<file path="config.mk">
export PLATFORM = sky130hd
export DESIGN_NAME = key_event_arbiter
export DESIGN_NICKNAME = d
export VERILOG_FILES = /design/src/rtl/key_pkg.sv /design/src/rtl/key_event_fifo.sv /design/src/rtl/key_event_arbiter.sv
export SDC_FILE = /design/constraint.sdc
export NUM_CORES = 1
export LEC_CHECK = 0
export ABC_AREA = 1
export BUFFER_PORTS_ARGS = -buffer_cell sky130_fd_sc_hd__buf_2
export CAP_MARGIN = 10
export CORE_MARGIN = 2
export CORE_UTILIZATION = 50
export DETAILED_ROUTE_END_ITERATION = 16
export PLACE_DENSITY = 0.69
export SLEW_MARGIN = 10
export SYNTH_ARGS = -nofsm -noshare
export SYNTH_HDL_FRONTEND = slang
export SYNTH_SLANG_ARGS = --single-unit
</file>
<file path="constraint.sdc">
create_clock -name clk -period 3.3 [get_ports clk]
set_input_delay 0.165 -clock clk [delete_from_list [all_inputs] [get_ports clk]]
set_output_delay 0.165 -clock clk [all_outputs]
set_load 0.01 [all_outputs]
</file>
<file path="src/rtl/key_pkg.sv">
// Shared types and defaults for the key event arbiter.
//   key_ev_t : one queued event, {long, idx}
//   KEY_EV_SHORT / KEY_EV_LONG : encodings of the long field
package key_pkg;

  localparam int unsigned N_KEYS_DEFAULT     = 4;
  localparam int unsigned FIFO_DEPTH_DEFAULT = 8;

  // Index field is sized for the largest supported key count (16); the top
  // narrows it to its own KW on the way out.
  localparam int unsigned KEY_IDX_W = 4;

  localparam logic KEY_EV_SHORT = 1'b0;
  localparam logic KEY_EV_LONG  = 1'b1;

  typedef struct packed {
    logic                 long;
    logic [KEY_IDX_W-1:0] idx;
  } key_ev_t;

endpackage

</file>
<file path="src/rtl/key_event_fifo.sv">
// Show-ahead FIFO of key events.
//   clk, rst  : clock, async active-high reset (empties the FIFO)
//   wr_en     : push wr_data (ignored when full)
//   rd_en     : pop head (ignored when empty)
//   rd_data   : head entry, zero while empty
//   empty/full/count : occupancy, all derived from registered state
module key_event_fifo
  import key_pkg::*;
#(
  parameter int unsigned DEPTH = FIFO_DEPTH_DEFAULT,
  localparam int unsigned AW   = $clog2(DEPTH)
) (
  input  logic          clk,
  input  logic          rst,
  input  logic          wr_en,
  input  key_ev_t       wr_data,
  input  logic          rd_en,
  output key_ev_t       rd_data,
  output logic          empty,
  output logic          full,
  output logic [AW:0]   count
);

  key_ev_t       mem [DEPTH];
  logic [AW-1:0] wr_ptr;
  logic [AW-1:0] rd_ptr;
  logic [AW:0]   count_q;
  logic          do_wr;
  logic          do_rd;

  assign empty = (count_q == '0);
  assign full  = (count_q == (AW+1)'(DEPTH));
  assign count = count_q;
  assign do_wr = wr_en && !full;
  assign do_rd = rd_en && !empty;

  // Forced to zero when empty so stale entries never show on the outputs.
  assign rd_data = empty ? key_ev_t'('0) : mem[rd_ptr];

  // DEPTH is a power of two, so pointers wrap by plain overflow.
  always_ff @(posedge clk or posedge rst) begin
    if (rst) begin
      wr_ptr  <= '0;
      rd_ptr  <= '0;
      count_q <= '0;
    end else begin
      if (do_wr) wr_ptr <= wr_ptr + 1'b1;
      if (do_rd) rd_ptr <= rd_ptr + 1'b1;
      if (do_wr && !do_rd)      count_q <= count_q + 1'b1;
      else if (!do_wr && do_rd) count_q <= count_q - 1'b1;
    end
  end

  always_ff @(posedge clk) begin
    if (do_wr) mem[wr_ptr] <= wr_data;
  end

endmodule

</file>
<file path="src/rtl/key_event_arbiter.sv">
// Serialises per-key short/long press strobes into one event stream.
//   key_first / key_long : one-cycle strobes per key
//   ev_valid/ev_ready    : valid/ready handshake on the FIFO head
//   ev_key / ev_long     : head event (key index, long=1 / short=0)
//   pending              : key has a latched event not yet queued
//   overflow             : sticky lost-event flag, cleared by clr_overflow
module key_event_arbiter
  import key_pkg::*;
#(
  parameter int unsigned N_KEYS     = N_KEYS_DEFAULT,
  parameter int unsigned FIFO_DEPTH = FIFO_DEPTH_DEFAULT,
  localparam int unsigned KW        = $clog2(N_KEYS)
) (
  input  logic              clk,
  input  logic              rst,
  input  logic [N_KEYS-1:0] key_first,
  input  logic [N_KEYS-1:0] key_long,
  output logic              ev_valid,
  input  logic              ev_ready,
  output logic [KW-1:0]     ev_key,
  output logic              ev_long,
  output logic [N_KEYS-1:0] pending,
  output logic              overflow,
  input  logic              clr_overflow
);

  localparam int unsigned CW = $clog2(FIFO_DEPTH) + 1;

  logic [N_KEYS-1:0] pf_q, pl_q, pf_d, pl_d;
  logic [N_KEYS-1:0] req, gnt_onehot, clr_f, clr_l;
  logic [KW-1:0]     rr_q, gnt_idx;
  logic              gnt_found, gnt_long, do_grant, lost, overflow_q;
  logic              fifo_empty, fifo_full;
  logic [CW-1:0]     fifo_count;
  key_ev_t           wr_ev, rd_ev;

  function automatic logic [KW-1:0] rr_plus(input logic [KW-1:0] base, input int unsigned off);
    return KW'((32'(base) + off) % N_KEYS);
  endfunction

  // Round-robin search starting one past the last winner.
  always_comb begin
    req       = pf_q | pl_q;
    gnt_found = 1'b0;
    gnt_idx   = '0;
    for (int unsigned k = 1; k <= N_KEYS; k++) begin
      if (!gnt_found && req[rr_plus(rr_q, k)]) begin
        gnt_found = 1'b1;
        gnt_idx   = rr_plus(rr_q, k);
      end
    end
    // Full is taken from the registered count, so a same-cycle pop never
    // opens a slot for this cycle's grant.
    do_grant = gnt_found && !fifo_full;
    gnt_long = pl_q[gnt_idx];
  end

  // Latch update: a strobe on the latch being granted re-arms it; a strobe on
  // a set latch that is not granted is a lost event.
  always_comb begin
    gnt_onehot = '0;
    if (do_grant) gnt_onehot[gnt_idx] = 1'b1;
    clr_f = gnt_onehot & {N_KEYS{!gnt_long}};
    clr_l = gnt_onehot & {N_KEYS{gnt_long}};
    pf_d  = key_first | (pf_q & ~clr_f);
    pl_d  = key_long  | (pl_q & ~clr_l);
    lost  = (|(key_first & pf_q & ~clr_f)) | (|(key_long & pl_q & ~clr_l));
  end

  always_comb begin
    wr_ev.long = gnt_long ? KEY_EV_LONG : KEY_EV_SHORT;
    wr_ev.idx  = KEY_IDX_W'(gnt_idx);
  end

  always_ff @(posedge clk or posedge rst) begin
    if (rst) begin
      pf_q       <= '0;
      pl_q       <= '0;
      rr_q       <= KW'(N_KEYS - 1);
      overflow_q <= 1'b0;
    end else begin
      pf_q <= pf_d;
      pl_q <= pl_d;
      if (do_grant) rr_q <= gnt_idx;
      if (lost)              overflow_q <= 1'b1;
      else if (clr_overflow) overflow_q <= 1'b0;
    end
  end

  key_event_fifo #(
    .DEPTH (FIFO_DEPTH)
  ) u_fifo (
    .clk     (clk),
    .rst     (rst),
    .wr_en   (do_grant),
    .wr_data (wr_ev),
    .rd_en   (ev_valid && ev_ready),
    .rd_data (rd_ev),
    .empty   (fifo_empty),
    .full    (fifo_full),
    .count   (fifo_count)
  );

  assign ev_valid = !fifo_empty;
  assign ev_key   = KW'(rd_ev.idx);
  assign ev_long  = rd_ev.long;
  assign pending  = pf_q | pl_q;
  assign overflow = overflow_q;

  full_matches_count: assert property (@(posedge clk) disable iff (rst)
    fifo_full == (32'(fifo_count) == FIFO_DEPTH));

endmodule

</file>
==> summary.md <==
| Metric | Value |
|---|---|
| Drt first pass iters | 5 |
| Power density over cell area | 1110 mW/mm^2 |
| Fillers | between 400 and 500 |
| Post-cts resize count | 0 |
| Synthesized-area fraction occupied by adder cells | 0.0340 |
| Post-route ant nets | 0 |
| Fin Hold WS | 20.3 ps |
| Avg Inst Size Synth | a little under 9 sq um |
| Post-route cell area | ~0.0027 sq mm |
| Die height | 73.7 um |
| Final Hold Fails | 0 |
| I/O Pins | 21 |
| Core Rows | 25 |
| Net Sw Frac | 0.452 |
| Nets | around 320 |
| Crit path cell chain | inv_2 > nand2_1 > nand2_1 > o21ai_1 > nor2_1 > nor2_2 > ha_1 > inv_1 > ha_1 > and3_1 > a211oi_1 > nand2_1 > nand2_1 > nor2_1 > xor2_1 |
| Critical path launch point type | register |
| Outcome | finished, final reports clean |
| Fin cells | 360 |
| DRC Markers | 0 |
| CP peak stage delay | slightly above 600 ps |
| Yosys warns | 0 |
| DRT iter0 DRCs | a little under 90 |
| Worst-Margin Slew | roughly 850 ps |
| CP most frequent cell | nand2_1 |
| Peak supply drop | approximately 0.54 mV |
| Netlist Area Pre-Place | around 0.0024 sq mm |
| Largest family of logic cells by synthesized area | simple AND/OR/NAND/NOR gates |
| Syn Inst Count | 280 |
| Initial Util | 0.518 |
| Crit path kind | register to register |
| Highest Clock Rate | between 0.3 and 0.4 GHz |
| Reg clk slew, reported paths | around 90 ps |
| Leak | about 1.2 nW |
| CP Buf/Inv Count | 2 |
| R2r worst-path depth | 15 |
| GP Congestion | 0.925 |
| Drt via density | 5.17 |
| Horizontal die dimension | roughly 74 um |
| Sequential share of power | 0.381 |
| Sequential share of the synthesized area | 0.514 |
| Critical path fanouts, max | 9 |
| Fin. max-slew vios | 0 |
| CTS tree | built |
| Placed inst area | 0.00259 sq mm |
| Vias in the first global route | ~1.7k |
| IO Port Bufs | 20 |
| Final setup vio count | 0 |
| Core ar. | roughly 0.0047 sq mm |
| Antenna violations before repair | 0 |
| Multi-input gate area | 0.00105 sq mm |
| Post-synthesis mux area share | 0 |
| Share of cells above drive strength 1 | 0.173 |
| Clock network power share | 0.120 |
| Slew margin rel. | 0.431 |
| Required @ worst endpoint | about 3500 ps |
| Hold Path Class | input pin to async pin |
| P_sw | approximately 1.3 mW |
| Top delay family on crit path | simple AND/OR/NAND/NOR gates |
| Crit. End Element | register |
| Min cycle time layout | 2790 ps |
| Num CTS Buffers | 5 |
| Xor/xnor cell area share of the yosys netlist | 0.0216 |
| Synth Area in Simple Gates | 0.279 |
| DP Cell Count | between 300 and 400 |
| CTS Hold Bufs | 0 |
| CP Depth | 15 |
| FF/Latch Area | approximately 0.0012 sq mm |
| CTS H-Tree Depth | 2 |
| HPWL Detailed | between 3000 and 4000 um |
| Largest net degree at the start of global routing | 22 |
| CTS root buf | clkbuf_8 |
| EDFF count, synth | 24 |
| Post-DR wirelength/cell | about 13 um |
| Post-Syn Nets | between 200 and 300 |
| Clk_skew | about 5.6 ps |
| Clock Latency Late Sink | 300 ps |
| RSZ-0062 raised after global routing | false |
| Max Cap Violations | 0 |
| Clock Path Buffers | 2 |
| Final WL | between 4000 and 5000 um |
| CP Launch Point | rr_q[0] |
| Top FF cell, synth | edfxtp_1 |
| Yosys reg bits | 45 |
| Int Power | 1.63 mW |
| Setup repair bufs after CTS | 0 |
| Worst path slowest cell | dfstp_2 |
| Gate power share | 0.499 |
| Global-route wire length before repair | about 8200 um |
| Asr flop ratio synth | 0.467 |
| Antenna diodes | 0 |
| Vias | between 1.5k and 2k |
| Total GRT Usage | 0.199 |
| Compound-cell area share of the yosys netlist | 0.0973 |
| Area growth, synth to finish | 10.3% |
| Post-synth cell types | 33 |
| Final period util | 0.845 |
| Die Area | between 0.005 and 0.006 sq mm |
| Gr ovfl total | 0 |
| Sink Count | 45 |
| R2R Path Start | rr_q[0] |
| Setup TNS | 0 ps |
| Critical Path AT | between 2000 and 3000 ps |
## synth_stat cells, types with 2 or more instances
| library cell | count | area, sq um |
|---|---|---|
| dfstp_2 | 2 | 52.6 |
| inv_1 | 28 | 105 |
| nor2_4 | 2 | 22.5 |
| nor2_1 | 39 | 146 |
| xor2_1 | 4 | 35.0 |
| nand2_2 | 7 | 43.8 |
| o21ai_0 | 20 | 100 |
| clkbuf_1 | 2 | 7.51 |
| nand2_4 | 2 | 22.5 |
| dfrtp_1 | 19 | 475 |
| nand2_1 | 70 | 263 |
| a21oi_1 | 3 | 15.0 |
| nand3_1 | 18 | 90.1 |
| o22ai_1 | 3 | 18.8 |
| inv_2 | 3 | 11.3 |
| nor2_2 | 2 | 12.5 |
| a21o_1 | 8 | 60.1 |
| nand3_2 | 3 | 30.0 |
| a31oi_1 | 3 | 18.8 |
| xnor2_1 | 2 | 17.5 |
| ha_1 | 5 | 62.6 |
| edfxtp_1 | 24 | 721 |
## worst register-to-register path: stages (launching register included)
cell and delay (ps):
dfstp_2 610, inv_2 100, nand2_1 90, nand2_1 70
o21ai_1 250, nor2_1 100, nor2_2 110, ha_1 200
inv_1 90, ha_1 320, and3_1 200, a211oi_1 220
nand2_1 80, nand2_1 60, nor2_1 40, xor2_1 130
## per-stage QoR
stage | util | worst slack (ps) | power [mW]
2_1_floorplan | - | 632 | 2.26
3_3_place_gp | 0.552 | 598 | 2.60
3_5_place_dp | 0.552 | 532 | 2.64
4_1_cts | 0.571 | 507 | 3.00
5_1_grt | 0.571 | 248 | 3.26
6_report | 0.571 | 511 | 2.97
## state kept, by name (all words and copies together) (netlist names)
| name | cells |
|---|---|
| u_fifo.mem | 24 |
| pf_q | 4 |
| pl_q | 4 |
| u_fifo.count | 4 |
| u_fifo.rd_ptr | 3 |
| u_fifo.wr_ptr | 3 |
| rr_q | 2 |
| overflow | 1 |
## layout make-up
type                            instances  share of cell area
Clock buffer                            5              0.0257
Sequential cell                        45               0.466
Inverter                               31              0.0434
Tap cell                               54              0.0252
Timing Repair Buffer                   21              0.0401
Multi-Input combinational cell        201               0.392
Clock inverter                          3             0.00794
## placed cells by master (no fill, tap or decap), types with 7 or more instances in the layout
| cell type | instances |
|---|---|
| nand2_1 | 70 |
| nor2_1 | 39 |
| inv_1 | 28 |
| edfxtp_1 | 24 |
| o21ai_0 | 20 |
| buf_2 | 20 |
| dfrtp_1 | 19 |
| nand3_1 | 18 |
| a21o_1 | 8 |
| nand2_2 | 7 |
## per-layer routing
layer | GRT usage | wire length (um) | up-vias
met5 | 0 | 0 | -
met2 | 0.309 | 2240 | 31
met1 | 0.281 | 2300 | 863
li1 | - | - | 962
met3 | 0.0439 | 153 | 5
met4 | 0.0545 | 53 | 0
## logic make-up after synthesis
group / Yosys count
XOR/XNOR: 6
AND/OR/NAND/NOR: 149
buffers and inverters: 34
adder cells (fa/ha/maj): 6
flip-flops: 45
AO/OA/AOI/OAI: 40
## path summary, 6_finish.rpt
path,to,slack (ps)
worst min-delay path,u_fifo.rd_ptr[2],20
min in group clk,pf_q[1],50
worst min register to register,u_fifo.count[3],480
worst max register to register,u_fifo.count[3],510
worst max-delay path,u_fifo.count[3],510
max in group asynchronous,pl_q[3],2750
## power groups by stage
stage	logic (mW)	clock network [mW]	registers (mW)
2_1_floorplan	1.18	0	1.08
3_3_place_gp	1.47	0	1.14
3_5_place_dp	1.50	0	1.15
4_1_cts	1.51	0.365	1.13
5_1_grt	1.71	0.386	1.16
6_report	1.48	0.358	1.13
Power figures use the tool's default switching activity.
